[src/rtl/rdyacpt_fifo.sv]
// Parametrised rdy/acpt FIFO with fill level, almost-full flag and synchronous flush.
// Define RDYACPT_FIFO_PARITY_EN to store even parity per entry and flag head-word mismatches.
module rdyacpt_fifo #(
  parameter int unsigned WIDTH        = 8,
  parameter int unsigned DEPTH        = 4,
  parameter int unsigned AFULL_THRESH = 3
) (
  input  logic                       clk,
  input  logic                       reset_n,
  input  logic                       flush,
  input  logic                       upstream_rdy,
  input  logic [WIDTH-1:0]           upstream_data,
  output logic                       upstream_acpt,
  output logic                       downstream_rdy,
  output logic [WIDTH-1:0]           downstream_data,
  input  logic                       downstream_acpt,
  output logic [$clog2(DEPTH+1)-1:0] level,
  output logic                       almost_full,
  output logic                       downstream_perr
);

  localparam int unsigned PtrW = (DEPTH > 1) ? $clog2(DEPTH) : 1;
  localparam int unsigned CntW = $clog2(DEPTH + 1);
  localparam logic [PtrW-1:0] LastPtr  = PtrW'(DEPTH - 1);
  localparam logic [CntW-1:0] FullCnt  = CntW'(DEPTH);
  localparam logic [CntW-1:0] AfullCnt = CntW'(AFULL_THRESH);

  if (DEPTH < 2) begin : g_depth_chk
    $error("rdyacpt_fifo: DEPTH must be at least 2");
  end
  if (AFULL_THRESH < 1 || AFULL_THRESH > DEPTH) begin : g_thresh_chk
    $error("rdyacpt_fifo: AFULL_THRESH must lie in 1..DEPTH");
  end
  if (WIDTH < 1) begin : g_width_chk
    $error("rdyacpt_fifo: WIDTH must be at least 1");
  end

  logic [PtrW-1:0]  wp_q, wp_d, rp_q, rp_d;
  logic [CntW-1:0]  cnt_q, cnt_d;
  logic [WIDTH-1:0] mem_q [DEPTH];
  logic             push, pop;

  // Handshake outputs depend only on registered count and flush, never on the far side.
  assign upstream_acpt  = (cnt_q != FullCnt) & ~flush;
  assign downstream_rdy = (cnt_q != '0) & ~flush;
  assign push           = upstream_rdy & upstream_acpt;
  assign pop            = downstream_rdy & downstream_acpt;

  assign downstream_data = mem_q[rp_q];
  assign level           = cnt_q;
  assign almost_full     = (cnt_q >= AfullCnt);

  always_comb begin
    wp_d  = wp_q;
    rp_d  = rp_q;
    cnt_d = cnt_q;
    if (flush) begin
      wp_d  = '0;
      rp_d  = '0;
      cnt_d = '0;
    end else begin
      // Explicit wrap so non-power-of-two depths work.
      if (push) wp_d = (wp_q == LastPtr) ? '0 : wp_q + PtrW'(1);
      if (pop)  rp_d = (rp_q == LastPtr) ? '0 : rp_q + PtrW'(1);
      if (push && !pop)      cnt_d = cnt_q + CntW'(1);
      else if (!push && pop) cnt_d = cnt_q - CntW'(1);
    end
  end

  always_ff @(posedge clk or negedge reset_n) begin
    if (!reset_n) begin
      wp_q  <= '0;
      rp_q  <= '0;
      cnt_q <= '0;
    end else begin
      wp_q  <= wp_d;
      rp_q  <= rp_d;
      cnt_q <= cnt_d;
    end
  end

  always_ff @(posedge clk) begin
    if (push) mem_q[wp_q] <= upstream_data;
  end

`ifdef RDYACPT_FIFO_PARITY_EN
  logic [DEPTH-1:0] par_q;

  always_ff @(posedge clk) begin
    if (push) par_q[wp_q] <= ^upstream_data;
  end

  assign downstream_perr = downstream_rdy & (par_q[rp_q] != ^downstream_data);
`else
  assign downstream_perr = 1'b0;
`endif

endmodule

[config.mk]
export PLATFORM = sky130hd
export DESIGN_NAME = rdyacpt_fifo
export DESIGN_NICKNAME = d
export VERILOG_FILES = /design/src/rtl/rdyacpt_fifo.sv
export SDC_FILE = /design/constraint.sdc
export NUM_CORES = 1
export LEC_CHECK = 0
export CAP_MARGIN = 20
export CORE_ASPECT_RATIO = 2
export CORE_UTILIZATION = 56
export DETAILED_ROUTE_END_ITERATION = 8
export PLACE_DENSITY = 0.83
export SLEW_MARGIN = 20
export SYNTH_ARGS = -nofsm -noshare
export SYNTH_HDL_FRONTEND = slang
export SYNTH_SLANG_ARGS = --single-unit
[constraint.sdc]
create_clock -name clk -period 3.6 [get_ports clk]
set_input_delay 1.08 -clock clk [delete_from_list [all_inputs] [get_ports clk]]
set_output_delay 1.08 -clock clk [all_outputs]
set_load 0.01 [all_outputs]
==> impl_metrics.prom, run 1 <==
# TYPE chip_impl_metric gauge
chip_impl_info{name="outcome",value="completed"} 1
chip_impl_metric{name="rows",unit=""} 28
chip_impl_metric{name="average_instance_area_after_synthesis",unit="µm²"} 15.8
chip_impl_metric{name="pwr-share-clk",unit="%"} 23.6
chip_impl_metric{name="timing.fmax",unit="MHz"} 298
chip_impl_metric{name="timing.final.setup_violations",unit=""} 0
chip_impl_info{name="final_common_cell",value="edfxtp_1"} 1
chip_impl_info{name="hp-start",value="wp_q[0]"} 1
chip_impl_metric{name="cts_setup_buffers",unit=""} 0
chip_impl_metric{name="clock_tree_buf_depth",unit=""} 2
chip_impl_metric{name="gp_congestion",unit=""} 0.705
chip_impl_info{name="synth_top_cells_by_area",value="edfxtp_1 (55%), mux4_2 (10%), dfrtp_1 (10%)"} 1
chip_impl_info{name="timing.critical_path.from_type",value="input port"} 1
chip_impl_metric{name="clock_tree.htree_level_count",unit=""} 2
chip_impl_metric{name="power.ir.vdd_worst",unit="µV"} 352
chip_impl_metric{name="post-dp-hpwl",unit="µm"} 2280
chip_impl_metric{name="postCtsHoldBufs",unit=""} 0
chip_impl_info{name="clk_root_buffer_cell",value="clkbuf_8"} 1
chip_impl_info{name="cts_tree",value="yes"} 1
chip_impl_metric{name="cts_buffers",unit=""} 5
chip_impl_metric{name="power.share.combinational",unit="%"} 26.6
chip_impl_info{name="setup_repair_after_global_routing_missed_its_margin",value="no"} 1
chip_impl_metric{name="stdcell_area",unit="µm²"} 2110
chip_impl_metric{name="grtUsageTotal",unit="%"} 21.1
chip_impl_metric{name="place_worst_setup_slack",unit="ns"} 0.137
chip_impl_metric{name="syn-cell-area",unit="µm²"} 1760
chip_impl_metric{name="die_w",unit="µm"} 41.6
chip_impl_metric{name="post_syn_nets",unit=""} 130
chip_impl_metric{name="clk-insertion-delay-late",unit="ns"} 0.28
chip_impl_metric{name="synth_seq_area_share",unit="%"} 64.7
chip_impl_metric{name="synth_top_area_share",unit="%"} 54.7
chip_impl_metric{name="setup_total_negative_slack",unit="ns"} 0
chip_impl_metric{name="drt_iter0_drc",unit=""} 42
chip_impl_metric{name="final_max_slew_viol_count",unit=""} 0
chip_impl_metric{name="power.share.sequential",unit="%"} 49.8
chip_impl_metric{name="synth_cells",unit=""} 111
chip_impl_metric{name="timing.final.crit_share",unit="%"} 93.1
chip_impl_metric{name="finClkSkew",unit="ns"} 0.00355
chip_impl_info{name="setup.worst_path.end_class",value="output port"} 1
chip_impl_metric{name="clock-sinks",unit=""} 39
chip_impl_metric{name="io_buffers",unit=""} 26
chip_impl_metric{name="yosysWarnings",unit=""} 0
chip_impl_metric{name="min_period",unit="ns"} 3.35
chip_impl_metric{name="antenna_found_initial",unit=""} 0
chip_impl_metric{name="viasPerCell",unit=""} 5.91
chip_impl_metric{name="r2r_setup_slk",unit="ns"} 1.34
chip_impl_info{name="setup.worst_path.class",value="in2out"} 1
chip_impl_metric{name="grt_pass1_wl",unit="µm"} 4950
chip_impl_metric{name="detail_route.drc_violations",unit=""} 0
chip_impl_metric{name="asyncSetResetFlopFracSynth",unit="%"} 17.9
chip_impl_metric{name="post_route_cells_drive_above_1_share",unit="%"} 16.5
chip_impl_metric{name="drv_cap",unit=""} 0
chip_impl_metric{name="placeableCoreArea",unit="µm²"} 2980
chip_impl_metric{name="worst_hold_slack",unit="ns"} 0.625
chip_impl_info{name="mostFrequentLayoutCells",value="edfxtp_1 (32), clkdlybuf4s50_1 (26), mux4_2 (8), nor2_1 (8), dfrtp_1 (7)"} 1
chip_impl_info{name="critical_path.reg2reg.startpoint",value="level[1]"} 1
chip_impl_metric{name="final.setup.worst_slack",unit="ns"} 0.248
chip_impl_metric{name="transition_time_of_the_tightest_slew_check_pin",unit="ns"} 0.586
chip_impl_metric{name="swShare",unit="%"} 28.3
chip_impl_metric{name="vias",unit=""} 999
chip_impl_metric{name="fin_nets",unit=""} 157
chip_impl_metric{name="synth_edf_count",unit=""} 32
chip_impl_metric{name="dpl_cell_area",unit="µm²"} 2030
chip_impl_metric{name="slew_headroom",unit="%"} 61.0
chip_impl_info{name="cp-startpoint",value="flush"} 1
chip_impl_metric{name="yosys.cell_types.count",unit=""} 35
chip_impl_metric{name="clkTransAtPathRegs",unit="ns"} 0.07
chip_impl_metric{name="dieHeight",unit="µm"} 81.2
chip_impl_metric{name="grt_pass1_vias",unit=""} 1078
chip_impl_metric{name="register_bit_count_reported_by_yosys",unit=""} 39
chip_impl_metric{name="drtPass1Iterations",unit=""} 4
chip_impl_metric{name="syn2layout_area_growth",unit="%"} 20.2
chip_impl_metric{name="finalWirelength",unit="µm"} 3080
chip_impl_metric{name="route.antenna.remaining_nets",unit=""} 0
chip_impl_metric{name="grt_overflow_total",unit=""} 0
chip_impl_metric{name="grt_start_max_net_pins",unit=""} 12
chip_impl_metric{name="internal-power",unit="µW"} 832
chip_impl_metric{name="filler_cell_count",unit=""} 192
chip_impl_metric{name="design.die.area",unit="µm²"} 3380
chip_impl_metric{name="multi_input_comb_area",unit="µm²"} 562
chip_impl_info{name="synth_flop_cell",value="edfxtp_1"} 1
chip_impl_metric{name="cts-resized-gates",unit=""} 0
chip_impl_metric{name="post_drt_wl_per_cell",unit="µm"} 18.2
chip_impl_metric{name="power_per_cell_area",unit="nW/µm²"} 549
chip_impl_info{name="post_synth_top_area_cell",value="edfxtp_1"} 1
chip_impl_metric{name="placed_cells",unit=""} 161
chip_impl_metric{name="timing.critical_path.arrival",unit="ns"} 2.27
chip_impl_metric{name="num_antenna_cells",unit=""} 0
chip_impl_metric{name="worstPathRequired",unit="ns"} 2.52
chip_impl_metric{name="io_pins",unit=""} 28
chip_impl_metric{name="total_leakage_power",unit="µW"} 0.000734
chip_impl_metric{name="crit_path_max_fanout",unit=""} 4
chip_impl_metric{name="floorplan.initialDensity",unit="%"} 59.0
chip_impl_metric{name="final-hold-violation-count",unit=""} 0
chip_impl_metric{name="power_switching",unit="µW"} 328
chip_impl_metric{name="layout.cells.non_filler",unit=""} 169
chip_impl_metric{name="regArea",unit="µm²"} 1140
chip_impl_info{name="worst_hold_path_type",value="reg2reg"} 1
[through the flow]
step | utilization (%) | power, µW
2_1_floorplan | - | 764
3_3_place_gp | 68.2 | 879
3_5_place_dp | 68.2 | 896
4_1_cts | 70.9 | 1170
5_1_grt | 70.9 | 1220
6_report | 70.9 | 1160
[metal layers]
layer	share of wire, %	global-route usage [%]	vias up
li1	-	-	467
met1	34	18.3	499
met2	62	40.8	31
met3	3.2	6.22	2
met4	0.62	11.6	0
met5	0	0	-
[critical path, cell delays in order]
cell and delay [ns]:
clkdlybuf4s50_1 0.47, a21oi_1 0.16, clkdlybuf4s50_1 0.56
[kinds of logic (layout without fill, tap and decap cells)]
logic type	count (synthesis)	in the layout	synth area share (%)
flops	39	39	64.7
mux	8	8	10.3
other cells	1	1	0.213
compound gates	15	15	6.84
fa+ha+maj	6	6	4.70
buf+inv	13	41	3.35
xor+xnor	3	3	1.50
simple gates	26	26	8.48
[power groups by stage]
| stage | clock, µW | sequential (µW) | combinational, µW |
|---|---|---|---|
| 2_1_floorplan | 0 | 550 | 214 |
| 6_report | 274 | 577 | 308 |
| 5_1_grt | 303 | 584 | 335 |
| 3_3_place_gp | 0 | 584 | 295 |
| 3_5_place_dp | 0 | 587 | 308 |
| 4_1_cts | 279 | 578 | 311 |
[final timing paths]
path | endpoint | depth (start not counted)
max in group asynchronous | rp_q[0] | 1
max reg2reg | level[2] | 7
min | wp_q[0] | 2
min in group asynchronous | level[0] | 1
min reg2reg | wp_q[0] | 2
max | upstream_acpt | 3
[state kept, by name, indices dropped and copies added (netlist names)]
| register | flops |
|---|---|
| level | 3 |
| wp_q | 2 |
| mem_q | 32 |
| rp_q | 2 |
[layout make-up]
| type | count | share of cell area [%] |
|---|---|---|
| Multi-Input combinational cell | 59 | 26.6 |
| Clock buffer | 7 | 3.62 |
| Tap cell | 30 | 1.78 |
| Sequential cell | 39 | 53.8 |
| Timing Repair Buffer | 28 | 13.0 |
| Inverter | 5 | 0.889 |
| Clock inverter | 1 | 0.237 |
[Yosys cell counts, drive strengths merged, types with 2 or more instances]
cell type	n
edfxtp	32
mux4	8
nor2	8
buf	7
dfrtp	7
ha	5
inv	5
a21oi	4
and2	4
nand2	4
nor3	3
o21ai	3
o31ai	3
a2111oi	2
nand2b	2
nor3b	2
xnor2	2
(Power assumes the default switching activity.)
==> run 2: changes to the inputs <==
--- a/config.mk
+++ b/config.mk
@@ -5,11 +5,12 @@
 export SDC_FILE = /design/constraint.sdc
 export NUM_CORES = 1
 export LEC_CHECK = 0
+export ABC_AREA = 1
 export CAP_MARGIN = 20
 export CORE_ASPECT_RATIO = 2
-export CORE_UTILIZATION = 56
+export CORE_UTILIZATION = 52
 export DETAILED_ROUTE_END_ITERATION = 8
-export PLACE_DENSITY = 0.83
+export PLACE_DENSITY = 0.78
 export SLEW_MARGIN = 20
 export SYNTH_ARGS = -nofsm -noshare
 export SYNTH_HDL_FRONTEND = slang
==> constraint.sdc (replaced) <==
create_clock -name clk -period 3.19 [get_ports clk]
set_input_delay 0.957 -clock clk [delete_from_list [all_inputs] [get_ports clk]]
set_output_delay 0.957 -clock clk [all_outputs]
set_load 0.01 [all_outputs]
==> run 2 against run 1 <==
Against the previous run:
- register-to-register slack got worse by 0.07 ns
- synthesized area decreased by 1.9%
- critical path depth increased by 2
- critical endpoint unchanged
==> impl_metrics.prom, run 2 <==
# TYPE chip_impl_metric gauge
chip_impl_info{name="synth.most_common_cell",value="edfxtp_1"} 1
chip_impl_metric{name="filler_cell_count",unit=""} 247
chip_impl_metric{name="swShare",unit="%"} 34.1
chip_impl_metric{name="layout.cells.non_filler",unit=""} 210
chip_impl_info{name="outcome",value="completed"} 1
chip_impl_metric{name="die_w",unit="µm"} 42.7
chip_impl_metric{name="power.share.sequential",unit="%"} 41.1
chip_impl_metric{name="worst_hold_slack",unit="ns"} 0.630
chip_impl_info{name="final_common_cell",value="edfxtp_1"} 1
chip_impl_metric{name="power_per_cell_area",unit="nW/µm²"} 772
chip_impl_metric{name="place_worst_setup_slack",unit="ns"} 0.0392
chip_impl_metric{name="drtPass1Iterations",unit=""} 4
chip_impl_metric{name="design.die.area",unit="µm²"} 3560
chip_impl_metric{name="transition_time_of_the_tightest_slew_check_pin",unit="ns"} 0.510
chip_impl_metric{name="fin_nets",unit=""} 198
chip_impl_metric{name="yosys.cell_types.count",unit=""} 23
chip_impl_metric{name="route.antenna.remaining_nets",unit=""} 0
chip_impl_metric{name="finalWirelength",unit="µm"} 3500
chip_impl_info{name="setup_repair_after_global_routing_missed_its_margin",value="no"} 1
chip_impl_metric{name="power_switching",unit="µW"} 563
chip_impl_metric{name="drt_iter0_drc",unit=""} 34
chip_impl_info{name="crit_top_cell",value="clkdlybuf4s50_1"} 1
chip_impl_metric{name="io_buffers",unit=""} 26
chip_impl_metric{name="synth_top_area_share",unit="%"} 55.7
chip_impl_metric{name="timing.final.crit_share",unit="%"} 96.4
chip_impl_metric{name="clock-sinks",unit=""} 39
chip_impl_info{name="min_to",value="level[0]"} 1
chip_impl_metric{name="setup_total_negative_slack",unit="ns"} 0
chip_impl_metric{name="grt_start_max_net_pins",unit=""} 19
chip_impl_metric{name="antenna_found_initial",unit=""} 0
chip_impl_metric{name="grt_pass1_vias",unit=""} 1261
chip_impl_metric{name="timing.final.setup_violations",unit=""} 0
chip_impl_metric{name="register_bit_count_reported_by_yosys",unit=""} 39
chip_impl_metric{name="post_drt_wl_per_cell",unit="µm"} 16.7
chip_impl_metric{name="pwr-share-clk",unit="%"} 19.9
chip_impl_info{name="post_synth_top_area_cell",value="edfxtp_1"} 1
chip_impl_metric{name="average_instance_area_after_synthesis",unit="µm²"} 12.1
chip_impl_metric{name="critical_path.n_buffers_inverters",unit=""} 4
chip_impl_metric{name="syn-cell-area",unit="µm²"} 1720
chip_impl_metric{name="timing.fmax",unit="MHz"} 325
chip_impl_metric{name="num_antenna_cells",unit=""} 0
chip_impl_metric{name="internal-power",unit="µW"} 1090
chip_impl_metric{name="grt_pass1_wl",unit="µm"} 5710
chip_impl_metric{name="clock_tree_buf_depth",unit=""} 2
chip_impl_metric{name="cts_buffers",unit=""} 5
chip_impl_metric{name="synth_edf_count",unit=""} 32
chip_impl_metric{name="postCtsHoldBufs",unit=""} 0
chip_impl_metric{name="rows",unit=""} 29
chip_impl_info{name="synth_flop_cell",value="edfxtp_1"} 1
chip_impl_metric{name="syn2layout_area_growth",unit="%"} 24.2
chip_impl_metric{name="final.setup.worst_slack",unit="ns"} 0.116
chip_impl_metric{name="io_pins",unit=""} 28
chip_impl_metric{name="worstPathRequired",unit="ns"} 2.23
chip_impl_metric{name="dieHeight",unit="µm"} 83.4
chip_impl_metric{name="yosysWarnings",unit=""} 0
chip_impl_metric{name="clkTransAtPathRegs",unit="ns"} 0.07
chip_impl_metric{name="worst-r2r-cell-count",unit=""} 12
chip_impl_info{name="crit_chain",value="clkdlybuf4s50_1 > inv_2 > nand2_1 > inv_1 > clkdlybuf4s50_1"} 1
chip_impl_info{name="timing.critical_path.from_type",value="input port"} 1
chip_impl_metric{name="detail_route.drc_violations",unit=""} 0
chip_impl_metric{name="post_route_cells_drive_above_1_share",unit="%"} 15.1
chip_impl_info{name="mostFrequentLayoutCells",value="edfxtp_1 (32), clkdlybuf4s50_1 (25), nor2_1 (22)"} 1
chip_impl_metric{name="gp_congestion",unit=""} 0.727
chip_impl_metric{name="min_path_cells",unit=""} 2
chip_impl_metric{name="timing.critical_path.arrival",unit="ns"} 2.12
chip_impl_metric{name="power.share.combinational",unit="%"} 39.0
chip_impl_metric{name="vias",unit=""} 1188
chip_impl_metric{name="placed_cells",unit=""} 203
chip_impl_info{name="cpLargestDelayFamily",value="buffers and inverters"} 1
chip_impl_info{name="largest_register",value="mem_q"} 1
chip_impl_info{name="synth_top_cells_by_count",value="edfxtp_1 (32), nor2_1 (22), o21ai_0 (20)"} 1
chip_impl_metric{name="floorplan.initialDensity",unit="%"} 54.6
chip_impl_info{name="critical_path.reg2reg.startpoint",value="level[0]"} 1
chip_impl_info{name="clk_root_buffer_cell",value="clkbuf_8"} 1
chip_impl_metric{name="delay_contributed_by_the_slowest_stage_of_the_critical_path",unit="ns"} 0.52
chip_impl_info{name="cts_tree",value="yes"} 1
chip_impl_metric{name="power.ir.vdd_worst",unit="µV"} 601
chip_impl_metric{name="drv_cap",unit=""} 0
chip_impl_metric{name="r2r_setup_slk",unit="ns"} 1.27
chip_impl_metric{name="largest_register_ffs",unit=""} 32
chip_impl_info{name="worst_hold_path_type",value="reg2reg"} 1
chip_impl_metric{name="clock_tree.htree_level_count",unit=""} 2
chip_impl_info{name="synth_top_cells_by_area",value="edfxtp_1 (56%), dfrtp_1 (10%), o21ai_0 (5.8%)"} 1
chip_impl_metric{name="final-hold-violation-count",unit=""} 0
chip_impl_metric{name="clk-insertion-delay-late",unit="ns"} 0.28
chip_impl_metric{name="min_period",unit="ns"} 3.07
chip_impl_metric{name="grt_overflow_total",unit=""} 0
chip_impl_info{name="setup.worst_path.end_class",value="output port"} 1
chip_impl_info{name="reg2reg_to",value="level[2]"} 1
chip_impl_info{name="timing.critical_path.slowest_stage_cell",value="clkdlybuf4s50_1"} 1
chip_impl_info{name="hp-start",value="level[0]"} 1
chip_impl_metric{name="post_syn_nets",unit=""} 162
chip_impl_metric{name="synth_cells",unit=""} 143
chip_impl_metric{name="final_max_slew_viol_count",unit=""} 0
chip_impl_metric{name="asyncSetResetFlopFracSynth",unit="%"} 17.9
chip_impl_metric{name="slew_headroom",unit="%"} 66.0
chip_impl_metric{name="total_leakage_power",unit="µW"} 0.000849
chip_impl_metric{name="synth_seq_area_share",unit="%"} 65.9
chip_impl_metric{name="viasPerCell",unit=""} 5.66
chip_impl_metric{name="grtUsageTotal",unit="%"} 21.8
chip_impl_metric{name="placeableCoreArea",unit="µm²"} 3160
chip_impl_info{name="setup.worst_path.class",value="in2out"} 1
chip_impl_metric{name="post-dp-hpwl",unit="µm"} 2640
chip_impl_metric{name="finClkSkew",unit="ns"} 0.00623
chip_impl_metric{name="crit_path_max_fanout",unit=""} 3
==> run 2: cell count changes after synthesis, sizes merged, moves of 3 or more <==
cell / change
a21oi: -3
buf: -4
nor2: +15
o21ai: +18
nor3: -3
nand3: +7
and2: -4
nand2: +12
inv: +11
o31ai: -3
mux4: -8
o22ai: +8
==> run 2: worst max-delay path by stage <==
stage           from              to  cells after the start
3_3_place_gp   flush  downstream_rdy                      3
2_1_floorplan  flush   upstream_acpt                      3
6_report       flush   upstream_acpt                      5
4_1_cts        flush  downstream_rdy                      3
3_5_place_dp   flush  downstream_rdy                      3
5_1_grt        flush   upstream_acpt                      5
==> run 2: layout make-up <==
| class | count | area [µm²] | area share, % |
|---|---|---|---|
| flip-flops and latches | 39 | 1140 | 53.1 |
| clock buffers | 6 | 82.6 | 3.86 |
| inverters | 16 | 60.1 | 2.81 |
| multi-input cells | 85 | 510 | 23.8 |
| repair buffers | 32 | 308 | 14.4 |
| well taps | 31 | 38.8 | 1.81 |
| clock inverters | 1 | 5.00 | 0.234 |
==> run 2: metrics by stage <==
step | instance area (µm²) | util [%] | total power [µW]
global route | 2140 | 67.8 | 1750
detailed placement | 2050 | 65.0 | 1340
finish | 2140 | 67.8 | 1650
floorplan | 1720 | - | 1040
global placement | 2050 | 65.0 | 1300
CTS | 2140 | 67.7 | 1660
==> run 2: kinds of logic after synthesis <==
kind of cell / after synthesis / share of synthesized area (%)
flops: 39 / 65.9
other cells: 1 / 0.217
buf+inv: 19 / 4.50
simple gates: 46 / 14.2
compound gates: 31 / 9.94
xor+xnor: 1 / 0.508
fa+ha+maj: 6 / 4.79
==> run 2: power groups by stage <==
stage          Clock [µW]  Sequential (µW)  Combinational, µW
3_3_place_gp            0              685                618
4_1_cts               326              681                656
3_5_place_dp            0              690                654
6_report              329              680                645
5_1_grt               347              687                712
2_1_floorplan           0              689                354
==> run 2: timing repair <==
| item | 4_1_cts | 5_1_grt |
|---|---|---|
| buffers inserted | 0 | 0 |
| endpoints found under the setup margin | 0 | 1 |
| resized for setup | 0 | 1 |
==> run 2: metal layers <==
layer / GRT usage [%] / share of wire, %
met1: 20.7 / 35
met3: 4.35 / 3.5
met4: 7.39 / 1.4
met5: 0 / 0
met2: 42.7 / 60
==> run 2: tightest hold or removal path: stages (launching register included) <==
cell and delay (ns):
dfrtp_1 0.43, nand3_1 0.10, nand2_1 0.07
